`src/rtl/mems_spi_arbiter.sv`:
```
// mems_spi_arbiter: shares one 24-bit SPI master (quad MEMS DAC) between
// NUM_REQ frame requesters using round-robin arbitration with an optional
// per-requester burst lock.
// Optional feature macro: ARB_TIMEOUT_EN. When defined, a WAIT that outlasts
// TIMEOUT_CYCLES busy cycles is aborted and timeout_err is set (sticky).
module mems_spi_arbiter #(
    parameter int NUM_REQ        = 3,
    parameter int FRAME_W        = 24,
    parameter int TIMEOUT_CYCLES = 4096
) (
    input  logic                       clk,
    input  logic                       rst,
    input  logic [NUM_REQ-1:0]         req,
    input  logic [NUM_REQ-1:0]         req_lock,
    input  logic [NUM_REQ*FRAME_W-1:0] req_data,
    output logic [NUM_REQ-1:0]         done,
    output logic [NUM_REQ-1:0]         grant,
    output logic                       spi_start,
    output logic [FRAME_W-1:0]         spi_data,
    input  logic                       spi_busy,
    output logic                       timeout_err
);
    localparam int IDX_W = (NUM_REQ > 1) ? $clog2(NUM_REQ) : 1;

    typedef enum logic [1:0] {S_IDLE, S_START, S_SETTLE, S_WAIT} state_t;

    state_t               state_q, state_d;
    logic [NUM_REQ-1:0]   grant_q, grant_d;
    logic [NUM_REQ-1:0]   done_q, done_d;
    logic                 spi_start_q, spi_start_d;
    logic [FRAME_W-1:0]   spi_data_q, spi_data_d;
    // rr_ptr_q doubles as the index of the requester currently granted.
    logic [IDX_W-1:0]     rr_ptr_q, rr_ptr_d;
    logic [IDX_W-1:0]     lock_idx_q, lock_idx_d;
    logic                 lock_vld_q, lock_vld_d;

    logic [FRAME_W-1:0]   frame_arr [NUM_REQ];
    logic                 win_vld;
    logic [IDX_W-1:0]     win_idx;
    logic [IDX_W:0]       arb_cand;
    logic                 timeout_hit;

    generate
        for (genvar gi = 0; gi < NUM_REQ; gi++) begin : g_frame
            assign frame_arr[gi] = req_data[gi*FRAME_W +: FRAME_W];
        end
    endgenerate

    // Winner selection: the lock owner only, else first request after rr_ptr.
    always_comb begin
        win_vld  = 1'b0;
        win_idx  = '0;
        arb_cand = '0;
        if (lock_vld_q) begin
            win_vld = req[lock_idx_q];
            win_idx = lock_idx_q;
        end else begin
            for (int i = 1; i <= NUM_REQ; i++) begin
                arb_cand = {1'b0, rr_ptr_q} + (IDX_W+1)'(i);
                if (arb_cand >= (IDX_W+1)'(NUM_REQ)) begin
                    arb_cand = arb_cand - (IDX_W+1)'(NUM_REQ);
                end
                if (!win_vld && req[arb_cand[IDX_W-1:0]]) begin
                    win_vld = 1'b1;
                    win_idx = arb_cand[IDX_W-1:0];
                end
            end
        end
    end

`ifdef ARB_TIMEOUT_EN
    logic [12:0] wait_cnt_q, wait_cnt_d;
    logic        timeout_err_q;

    // Count consecutive busy cycles spent in WAIT; cleared everywhere else.
    always_comb begin
        wait_cnt_d = '0;
        if (state_q == S_WAIT && spi_busy) begin
            wait_cnt_d = wait_cnt_q + 13'd1;
        end
    end

    assign timeout_hit = (state_q == S_WAIT) && spi_busy &&
                         (wait_cnt_q == 13'(TIMEOUT_CYCLES - 1));

    // Timeout counter and sticky error flag.
    always_ff @(posedge clk) begin
        if (rst) begin
            wait_cnt_q    <= '0;
            timeout_err_q <= 1'b0;
        end else begin
            wait_cnt_q    <= wait_cnt_d;
            timeout_err_q <= timeout_err_q | timeout_hit;
        end
    end

    assign timeout_err = timeout_err_q;
`else
    logic [31:0] unused_timeout_cycles;
    assign unused_timeout_cycles = TIMEOUT_CYCLES;
    assign timeout_hit = 1'b0;
    assign timeout_err = 1'b0;
`endif

    // Transaction FSM: arbitrate, pulse start, settle one cycle, wait for idle.
    always_comb begin
        state_d     = state_q;
        grant_d     = grant_q;
        done_d      = '0;
        spi_start_d = 1'b0;
        spi_data_d  = spi_data_q;
        rr_ptr_d    = rr_ptr_q;
        lock_vld_d  = lock_vld_q;
        lock_idx_d  = lock_idx_q;
        case (state_q)
            S_IDLE: begin
                if (!spi_busy && win_vld) begin
                    spi_data_d       = frame_arr[win_idx];
                    grant_d          = '0;
                    grant_d[win_idx] = 1'b1;
                    rr_ptr_d         = win_idx;
                    state_d          = S_START;
                end
            end
            S_START: begin
                spi_start_d = 1'b1;
                state_d     = S_SETTLE;
            end
            S_SETTLE: begin
                state_d = S_WAIT;
            end
            S_WAIT: begin
                if (!spi_busy) begin
                    done_d[rr_ptr_q] = 1'b1;
                    grant_d          = '0;
                    lock_vld_d       = req_lock[rr_ptr_q];
                    lock_idx_d       = rr_ptr_q;
                    state_d          = S_IDLE;
                end else if (timeout_hit) begin
                    done_d[rr_ptr_q] = 1'b1;
                    grant_d          = '0;
                    lock_vld_d       = 1'b0;
                    state_d          = S_IDLE;
                end
            end
            default: state_d = S_IDLE;
        endcase
    end

    // State and registered outputs; rr_ptr resets so requester 0 wins first.
    always_ff @(posedge clk) begin
        if (rst) begin
            state_q     <= S_IDLE;
            grant_q     <= '0;
            done_q      <= '0;
            spi_start_q <= 1'b0;
            spi_data_q  <= '0;
            rr_ptr_q    <= IDX_W'(NUM_REQ - 1);
            lock_vld_q  <= 1'b0;
            lock_idx_q  <= '0;
        end else begin
            state_q     <= state_d;
            grant_q     <= grant_d;
            done_q      <= done_d;
            spi_start_q <= spi_start_d;
            spi_data_q  <= spi_data_d;
            rr_ptr_q    <= rr_ptr_d;
            lock_vld_q  <= lock_vld_d;
            lock_idx_q  <= lock_idx_d;
        end
    end

    assign grant     = grant_q;
    assign done      = done_q;
    assign spi_start = spi_start_q;
    assign spi_data  = spi_data_q;

endmodule

```
`config.mk`:
```
export PLATFORM = sky130hd
export DESIGN_NAME = mems_spi_arbiter
export DESIGN_NICKNAME = d
export VERILOG_FILES = /design/src/rtl/mems_spi_arbiter.sv
export SDC_FILE = /design/constraint.sdc
export NUM_CORES = 1
export LEC_CHECK = 0
export ABC_AREA = 0
export CAP_MARGIN = 20
export CORE_ASPECT_RATIO = 0.7
export CORE_MARGIN = 1
export CORE_UTILIZATION = 40
export DETAILED_ROUTE_END_ITERATION = 10
export HOLD_SLACK_MARGIN = 0.02
export PLACE_DENSITY = 0.79
export SLEW_MARGIN = 20
export SYNTH_ARGS = -nofsm -noshare
export SYNTH_HDL_FRONTEND = slang
export SYNTH_SLANG_ARGS = --single-unit
```
`constraint.sdc`:
```
create_clock -name clk -period 2.5 [get_ports clk]
set_clock_uncertainty 0.15 [all_clocks]
set_input_delay 0.5 -clock clk [delete_from_list [all_inputs] [get_ports clk]]
set_output_delay 0.5 -clock clk [all_outputs]
set_load 0.05 [all_outputs]
```
# Yosys cells after proc, flatten, opt, wreduce, memory -nomap -nowiden
# Index checks and enable logic that the tools add are counted.
[classes]
add_sub_neg = 6
order_cmp = 12
eq_ne = 5
mux = 40
n_bitwise = 3
n_reduce_logical = 15
[ops]
columns = ["operator", "count"]
rows = [
  ["$bmux 24 s2", 1],
  ["$mux 24", 2],
  ["$mux 2", 12],
  ["$lt 2x3->1 const B", 6],
  ["$mux 1", 14],
  ["$bmux 1 s2", 5],
  ["$ge 3x2->1 const B", 3],
  ["$pmux 2 s4", 1],
  ["$add 2x2->3 const B", 2],
  ["$mux 3", 2],
  ["$pmux 3 s2", 1],
  ["$reduce_and 2->1", 3],
  ["$sub 2x2->2 const B", 3],
  ["$logic_and 1x1->1", 5],
  ["$demux 1 s2", 2],
  ["$eq 2x2->1 const B", 2],
  ["$ge 2x1->1 const B", 2],
  ["$ne 2x2->1 const B", 2],
  ["$add 2x1->3 const B", 1],
  ["$ge 3x3->1 const B", 1],
  ["$logic_not 1->1", 3],
  ["$not 2->3", 1],
  ["$reduce_and 3->1", 1],
  ["$reduce_or 3->1", 1],
  ["4 further kinds", 5],
]
[word_totals]
ff_bits = 38
in_bits = 81
wordCells = 89

# Logic depth before layout (Yosys ltp)
# Gate-level depths: netlist of the first run.
[depth]
word_depth = 22
mapped_depth = 11
depth_no_buf = 8

# Least setup slack after synthesis of the first run
# Ideal clock, no wire load.
[synth_timing]
path_type = "register -> register"
start = "register rr_ptr_q[0]"
end = "register spi_data_q[14] (netlist: spi_data[14])"
setup_ns = 0.122
arrival_ns = 2.476
required_time_ns = 2.228
setup_slack_ns = -0.248
stages_incl_launch_ff = 11
cell_sequence = "dfxtp_1 -> inv_1 -> ha_1 -> buf_6 -> and3_1 -> and2_2 -> o21ai_4 -> buf_6 -> mux2_2 -> a221oi_2 -> a21oi_1"
[synth_between]
elab_chain_len = 20
elab_cells_between_ends = 41
classes_between = "add/sub: 6; order compare: 3; mux: 25; bitwise: 1; reduce/logical: 6"
[synth_rtl]
columns = ["item", "line_no", "rtl"]
rows = [
  ["start: declaration", "33", "logic [IDX_W-1:0] rr_ptr_q, rr_ptr_d;"],
  ["start signal: assignment", "158", "rr_ptr_q <= IDX_W'(NUM_REQ - 1);"],
  ["start signal: assignment", "167", "rr_ptr_q <= rr_ptr_d;"],
  ["$add 2x1->3", "59", "arb_cand = {1'b0, rr_ptr_q} + (IDX_W+1)'(i);"],
  ["$ge 3x2->1 or $sub 2x2->2 (tied branches)", "60, 61", ""],
  ["$mux 2", "60", "if (arb_cand >= (IDX_W+1)'(NUM_REQ)) begin"],
  ["$mux 2", "54", "if (lock_vld_q) begin"],
  ["$bmux 1 s2", "63", "if (!win_vld && req[arb_cand[IDX_W-1:0]]) begin"],
  ["$mux 1 (implied by the code)", "63", ""],
  ["$mux 1", "63", ""],
  ["$mux 1", "54", ""],
  ["[... 3 more ...]", "--", ""],
  ["$mux 1", "54", ""],
  ["$logic_not 1->1", "63", ""],
  ["$logic_and 1x1->1", "63", ""],
  ["$mux 2", "63", ""],
  ["$mux 2", "54", ""],
  ["$not 2->3 (implied by the code)", "118", "spi_data_d = frame_arr[win_idx];"],
  ["$bmux 24 s2", "118", ""],
  ["$mux 24 (implied by the code) (2 in series)", "118", ""],
  ["end signal: assignment", "166", "spi_data_q <= spi_data_d;"],
  ["end: declaration", "31", "logic [FRAME_W-1:0] spi_data_q, spi_data_d;"],
]
# Parallel ways exist; a longest one is shown, timed or not. The select of a mux whose other input is x is not followed.
# A chain may end at the register's enable or synchronous reset.

# Final worst setup path of the first run
[layout_timing]
start = "register rr_ptr_q[1]"
end = "register spi_data_q[0] (netlist: spi_data[0])"
# Same word-level chain as after synthesis.

==> qor.txt, run 1 <==
Initial antenna violation count: 0
Share of the synthesized area in the top cell type: 0.271
Met1 Use GR: 0.327
Hold Vio Cnt, Final: 0
Status: finished with violations
Die Y: 72.1 um
Placed cell areas: 4250 um2
Final Power: 4.96 mW
Final-report max-slew violation count: 0
Seq/Total Area, Yosys: 0.271
Num ports: 113
Area leader, netlist: dfxtp_1
Layout cells sized above 1: 0.420
Fin util: 0.717
Pwr Density: 1020 nW/um2
Global-route wire length before repair: 14100 um
Num rows: 25
Post-route cell area: 4840 um2
Global-route track usage on met3: 0.0462
DP HPWL: 6690 um
Finish-stage setup viols: 5
Via Count: 2965
Syn. warnings: 0
Die area: 7370 um2
Initial DRT Pass Iterations: 4
Core ar.: 6760 um2
Nets: 536
CTS H-tree lvls: 2
WP data required: 2580 ps
Max VDD drop: 733 uV
Syn Nets: 390
Ranking of synthesized cells by area: dfxtp_1 27%, mux2_2 19%, a221oi_2 9.6%
Max-slew headroom: 0.640
Most used routing layer in global routing: met2
Clock-pin slew on the worst setup and hold paths: 80 ps
Max Clk Rate: 0.397 GHz
Post-route DRC violation count: 0
CTS buffer count: 5
Final wirelength: 10000 um
Number of synthesized flops with an enable pin: 0
Worst setup SP type: flop
WS Path Type: reg -> reg
CP max FO: 8
Post-Synthesis Cell Area: 2810 um2
Vias in the first global route: 2895
Total global-route track usage: 0.246
Ys async rst share: 0
Failing checks: setup timing
CTS Root Cell: clkbuf_8
WHS: 392 ps
Worst-Skew Late Latency: 290 ps
Post-Syn Instances: 298
Synth unique cells: 48
Syn Area/Cell: 9.43 um2
Final RePlAce weighted congestion: 0.860
HP Class: reg -> reg
Starting DRT DRC Count: 107
Pre-CTS WS: -291 ps
Largest net degree at the start of global routing: 28
Max-cap viol count: 0
Inserted Diodes: 0
Area grow syn2layout: 72.3%
CTS Sinks: 38
Clock Path Buffers: 2
Vias per inst: 5.50
Number of synthesized register bits: 38
Tmin final: 2520 ps
Final setup margin: -16.0 ps
Leak: 1.91 nW
Average routed wire per standard cell: 18.6 um
TritonCTS clock tree: done
Worst Tran Pin Value: 539 ps
Top_reg_cell synth: dfxtp_1
Global route total overflow: 0
RSZ-0062 raised after global routing: yes
Final worst-path cycle share: 1.01
Final ANT Viol Nets: 0
Initial Util: 0.416
Port-buffer cells: 111
CP endpoint kind: flop
Chip Width: 102 um
Data arrival time of the worst path: 2590 ps
Grt met2 use: 0.421
path summary, 6_finish.rpt:
check	from	endpoint	slack, ps	depth (start not counted)
setup / recovery	rr_ptr_q[1]	spi_data[0]	-20	10
hold / removal	spi_data[8]	spi_data[8]	390	2
setup reg to reg	rr_ptr_q[1]	spi_data[0]	-20	10
hold reg to reg	spi_data[8]	spi_data[8]	390	2
cell usage after synthesis (2+ instances only):
| master | instances |
|---|---|
| dfxtp_1 | 38 |
| nor3_1 | 3 |
| nand2b_1 | 2 |
| nand3_1 | 4 |
| mux2i_1 | 5 |
| a22o_1 | 2 |
| a221oi_1 | 6 |
| clkbuf_1 | 7 |
| buf_6 | 8 |
| buf_4 | 4 |
| nand3b_1 | 3 |
| inv_1 | 7 |
| mux2_2 | 48 |
| a21oi_1 | 26 |
| and3_1 | 4 |
| nor2b_1 | 4 |
| a221oi_2 | 18 |
| nand2_1 | 31 |
| o21ai_0 | 24 |
| buf_2 | 3 |
| buf_1 | 2 |
| a21oi_2 | 2 |
| nor2_1 | 9 |
| ha_1 | 11 |
| a32o_1 | 3 |
| mux2_1 | 2 |
power breakdown:
part           total, mW  switching [mW]  internal [mW]  leakage, nW
Sequential         0.930           0.130          0.800        0.313
Clock              0.529           0.230          0.299       0.0524
Combinational       3.50            1.86           1.65         1.54
registers in the layout (all words and copies together), names as in the netlist:
signal	count
spi_data	24
done	3
grant	3
lock_idx_q	2
rr_ptr_q	2
state_q	2
lock_vld_q	1
spi_start	1
cells by family after synthesis:
logic type	Yosys count	synth area share
AOI/OAI and AO/OA	96	0.277
and+or+nand+nor	65	0.109
muxes	56	0.224
DFF	38	0.271
buffers and inverters	31	0.0695
adders and majority gates	11	0.0490
other	1	0.00133
final cells by class:
cell class                      count  area, um2
Tap cell                           94        118
Fill cell                         481       1910
Multi-Input combinational cell    229       2160
Sequential cell                    38        768
Clock buffer                        7       76.3
Inverter                            7       36.3
Clock inverter                      1       30.0
Timing Repair Buffer              163       1650
per-layer routing:
| layer | vias to the layer above | wire [um] |
|---|---|---|
| met5 | - | 0 |
| met4 | 0 | 32 |
| met3 | 5 | 633 |
| met2 | 108 | 4770 |
| met1 | 1443 | 4570 |
| li1 | 1409 | - |
placed cells by master (no fill, tap or decap), types with 4 or more instances in the layout:
cell / count
a21oi_2: 17
a21oi_1: 10
buf_4: 33
inv_1: 4
buf_6: 10
nand2_1: 18
mux2_4: 14
and3_1: 4
nand2_4: 4
nor2_1: 9
o21ai_0: 14
clkdlybuf4s50_1: 108
nand2_2: 10
ha_1: 7
o21ai_1: 10
nand3_1: 4
mux2i_1: 5
mux2_2: 36
buf_12: 4
clkbuf_8: 5
a221oi_2: 22
dfxtp_1: 36
stage by stage:
| step | cells | TNS, ps |
|---|---|---|
| floorplan | 298 | 0 |
| global placement | 520 | -6550 |
| detailed placement | 520 | -7650 |
| CTS | 536 | -7.80 |
| global route | 539 | -875 |
| finish | 539 | -42.3 |
repair_timing:
action | in CTS | in global routing
gates resized for setup | 38 | 70
hold buffers | 0 | 0
setup buffers | 6 | 4
pin swaps | 21 | 47
setup endpoints to repair | 27 | 29
gates cloned | 2 | 2
worst max-delay path, cell delays in order (launching register included):
cell	delay, ps
dfxtp_4	380
buf_6	130
ha_4	160
buf_6	110
mux2_4	300
a22o_1	230
a211o_2	330
a21oi_4	260
buf_8	210
nand2_2	80
a21oi_2	120
(Power assumes the default switching activity.)
==> inputs of run 2 (changes only) <==
--- a/config.mk
+++ b/config.mk
@@ -11,6 +11,7 @@
 export CORE_MARGIN = 1
 export CORE_UTILIZATION = 40
 export DETAILED_ROUTE_END_ITERATION = 10
+export GPL_TIMING_DRIVEN = 0
 export HOLD_SLACK_MARGIN = 0.02
 export PLACE_DENSITY = 0.79
 export SLEW_MARGIN = 20
==> run 2 against run 1 <==
The flow now finishes without violations. Utilization is 2.8 points lower. Clock power fell by 5.1%. Count of clock-buffer cells in the layout stayed put. Flip-flop and latch count did not move. Highest routed layer unchanged. Combinational power decreased by 5%. Via count is 3.6% lower. Sequential power is 1% lower. Non-clock buffer count shrank 12. Setup slack improved by 29 ps. Die area did not move. First-iteration DRC count is 9.3% higher. Final cell count down 2.4%.
==> qor.txt, run 2 (same netlist as run 1, synthesis figures left out) <==
Vias in the first global route: 2703 (-6.6%)
Clock Path Buffers: 2 (unchanged)
Finish-stage setup viols: 0 (-5)
WS Path Type: reg -> reg
Initial DRT Pass Iterations: 4 (unchanged)
CTS buffer count: 5 (unchanged)
Final worst-path cycle share: 0.995 (-0.0114)
Final wirelength: 8940 um (-11%)
Post-route cell area: 4650 um2 (-4.0%)
Num rows: 25 (unchanged)
Nets: 524 (-2.2%)
Post-route DRC violation count: 0 (unchanged)
Global-route wire length before repair: 13200 um (-6.6%)
Vias per inst: 5.43 (-1.2%)
Area grow syn2layout: 65.5%
Final ANT Viol Nets: 0 (unchanged)
HP Class: reg -> reg
Final RePlAce weighted congestion: 0.831 (-3.3%)
R2r endpoint: spi_data[23]
TritonCTS clock tree: done
Final Power: 4.76 mW (-4.1%)
Die Y: 72.1 um (unchanged)
CP cell instances: inv_6, ha_4, buf_8, and3_4, and2_4, o21ai_4, buf_12, buf_12, mux2_4, a221oi_2, a21oi_1
Largest net degree at the start of global routing: 12 (-57%)
Global route total overflow: 0 (unchanged)
CP max FO: 6 (-2)
Top delay family on crit path: compound AO/OA/AOI/OAI gates
CTS H-tree lvls: 2 (unchanged)
CTS Sinks: 38 (unchanged)
Highest metal used: met4
Layout cells sized above 1: 0.333 (-0.0869)
Starting DRT DRC Count: 117 (+9.3%)
Core ar.: 6760 um2 (unchanged)
RSZ-0062 raised after global routing: yes
Reg2Reg Setup Slack: 10 ps (+30 ps)
Max-slew headroom: 0.509 (-0.130)
Max Clk Rate: 0.402 GHz (+1.1%)
Leak: 1.82 nW (-4.5%)
Port-buffer cells: 110 (-0.90%)
WP data required: 2530 ps (-50 ps)
Hold Path Stages: 2 (unchanged)
WHS: 372 ps (-19.6 ps)
Hold EP: spi_data[7]
Cell depth of the worst flop-to-flop path: 11 (+1)
Total global-route track usage: 0.230 (-0.0162)
Via Count: 2858 (-3.6%)
Chip Width: 102 um (unchanged)
Pre-CTS WS: -504 ps (-213 ps)
Met1 Wirelength: 3950 um (-14%)
Worst Tran Pin Value: 736 ps (+197 ps)
Num ports: 113 (unchanged)
Clock-pin slew on the worst setup and hold paths: 70 ps (about the same)
Inserted Diodes: 0 (unchanged)
FF-to-FF Start: rr_ptr_q[1]
Data arrival time of the worst path: 2520 ps (-70 ps)
Met2 WL: 4210 um (-12%)
Max reg flops: 24 (unchanged)
Hold Vio Cnt, Final: 0 (unchanged)
Tmin final: 2490 ps (-28.5 ps)
Average routed wire per standard cell: 17.0 um (-8.5%)
CP endpoint kind: flop
Initial antenna violation count: 0 (unchanged)
Worst-Skew Late Latency: 290 ps (about the same)
Final-report max-slew violation count: 0 (unchanged)
DP HPWL: 6040 um (-9.8%)
Setup TNS: 0 ps (+42.3 ps)
Initial Util: 0.416 (unchanged)
CP peak stage delay: 380 ps (about the same)
Most used cell, CP: buf_12
Max VDD drop: 482 uV (-34%)
Status: completed
Critical path's slowest cell: dfxtp_4
CTS Root Cell: clkbuf_8
Placed cell areas: 4050 um2 (-4.7%)
Max-cap viol count: 0 (unchanged)
Worst setup SP type: flop
Most frequent cells in the layout: 107 x clkdlybuf4s50_1, 36 x dfxtp_1, 31 x mux2_2, 31 x nand2_1, 25 x a21oi_1
Pwr Density: 1020 nW/um2 (-0.16%)
Worst Min Path Start: spi_data[7]
Commonest non-fill, non-tap cell in the layout: clkdlybuf4s50_1
Die area: 7370 um2 (unchanged)
Final setup margin: 12.5 ps (+28.5 ps)
Metal3 WL: 686 um (+8.4%)
Critical path buffers and inverters: 4 (+1)
==> run 2: cell count changes in the layout (fill, tap and decap cells not counted), sizes merged <==
cell	change
bufinv	-1
clkbuf	+8
buf	-19
clkdlybuf4s50	-1
==> run 2: worst max-delay path by stage <==
stage | startpoint | end | cells after the start
detailed placement | req[1] | spi_data[13] | 8
floorplan | rr_ptr_q[0] | spi_data[14] | 10
global placement | req[1] | spi_data[13] | 8
finish | rr_ptr_q[1] | spi_data[23] | 11
global route | rr_ptr_q[1] | spi_data[18] | 10
CTS | rr_ptr_q[0] | spi_data[13] | 11
==> run 2: per-stage QoR <==
stage / utilization / instances
detailed placement: 0.599 / 502
finish: 0.688 / 526
floorplan: - / 298
CTS: 0.646 / 520
global route: 0.688 / 526
global placement: 0.599 / 502
==> run 2: layer usage <==
layer / vias up / global-route usage
met4: 0 / 0.0540
met5: - / 0
met2: 107 / 0.394
li1: 1386 / -
met1: 1353 / 0.296
met3: 12 / 0.0482
==> run 2: final cells by class <==
class / instances / area [um2]
multi-input cells: 229 / 2110
fillers: 521 / 2110
repair buffers: 128 / 1320
flip-flops and latches: 38 / 768
plain buffers: 23 / 185
well taps: 94 / 118
clock buffers: 7 / 108
inverters: 7 / 36.3
==> run 2: where the power goes <==
part	total (mW)	internal (mW)	leakage (nW)	switching, mW
clock	0.502	0.279	0.0555	0.223
sequential	0.919	0.800	0.313	0.120
combinational	3.34	1.57	1.45	1.76
total	4.76	2.65	1.82	2.10
==> run 2: repair_timing <==
action | in CTS | in global routing
gates resized for setup | 27 | 54
setup buffers | 9 | 5
hold buffers | 0 | 0
pin swaps | 18 | 58
endpoints found under the setup margin | 28 | 30
gates cloned | 2 | 2
==> run 2: tightest hold or removal path: cells and delay by family (launching register included) <==
| kind | cells | cell delay [ps] |
|---|---|---|
| AOI/OAI and AO/OA | 2 | 170 |
| DFF | 1 | 310 |
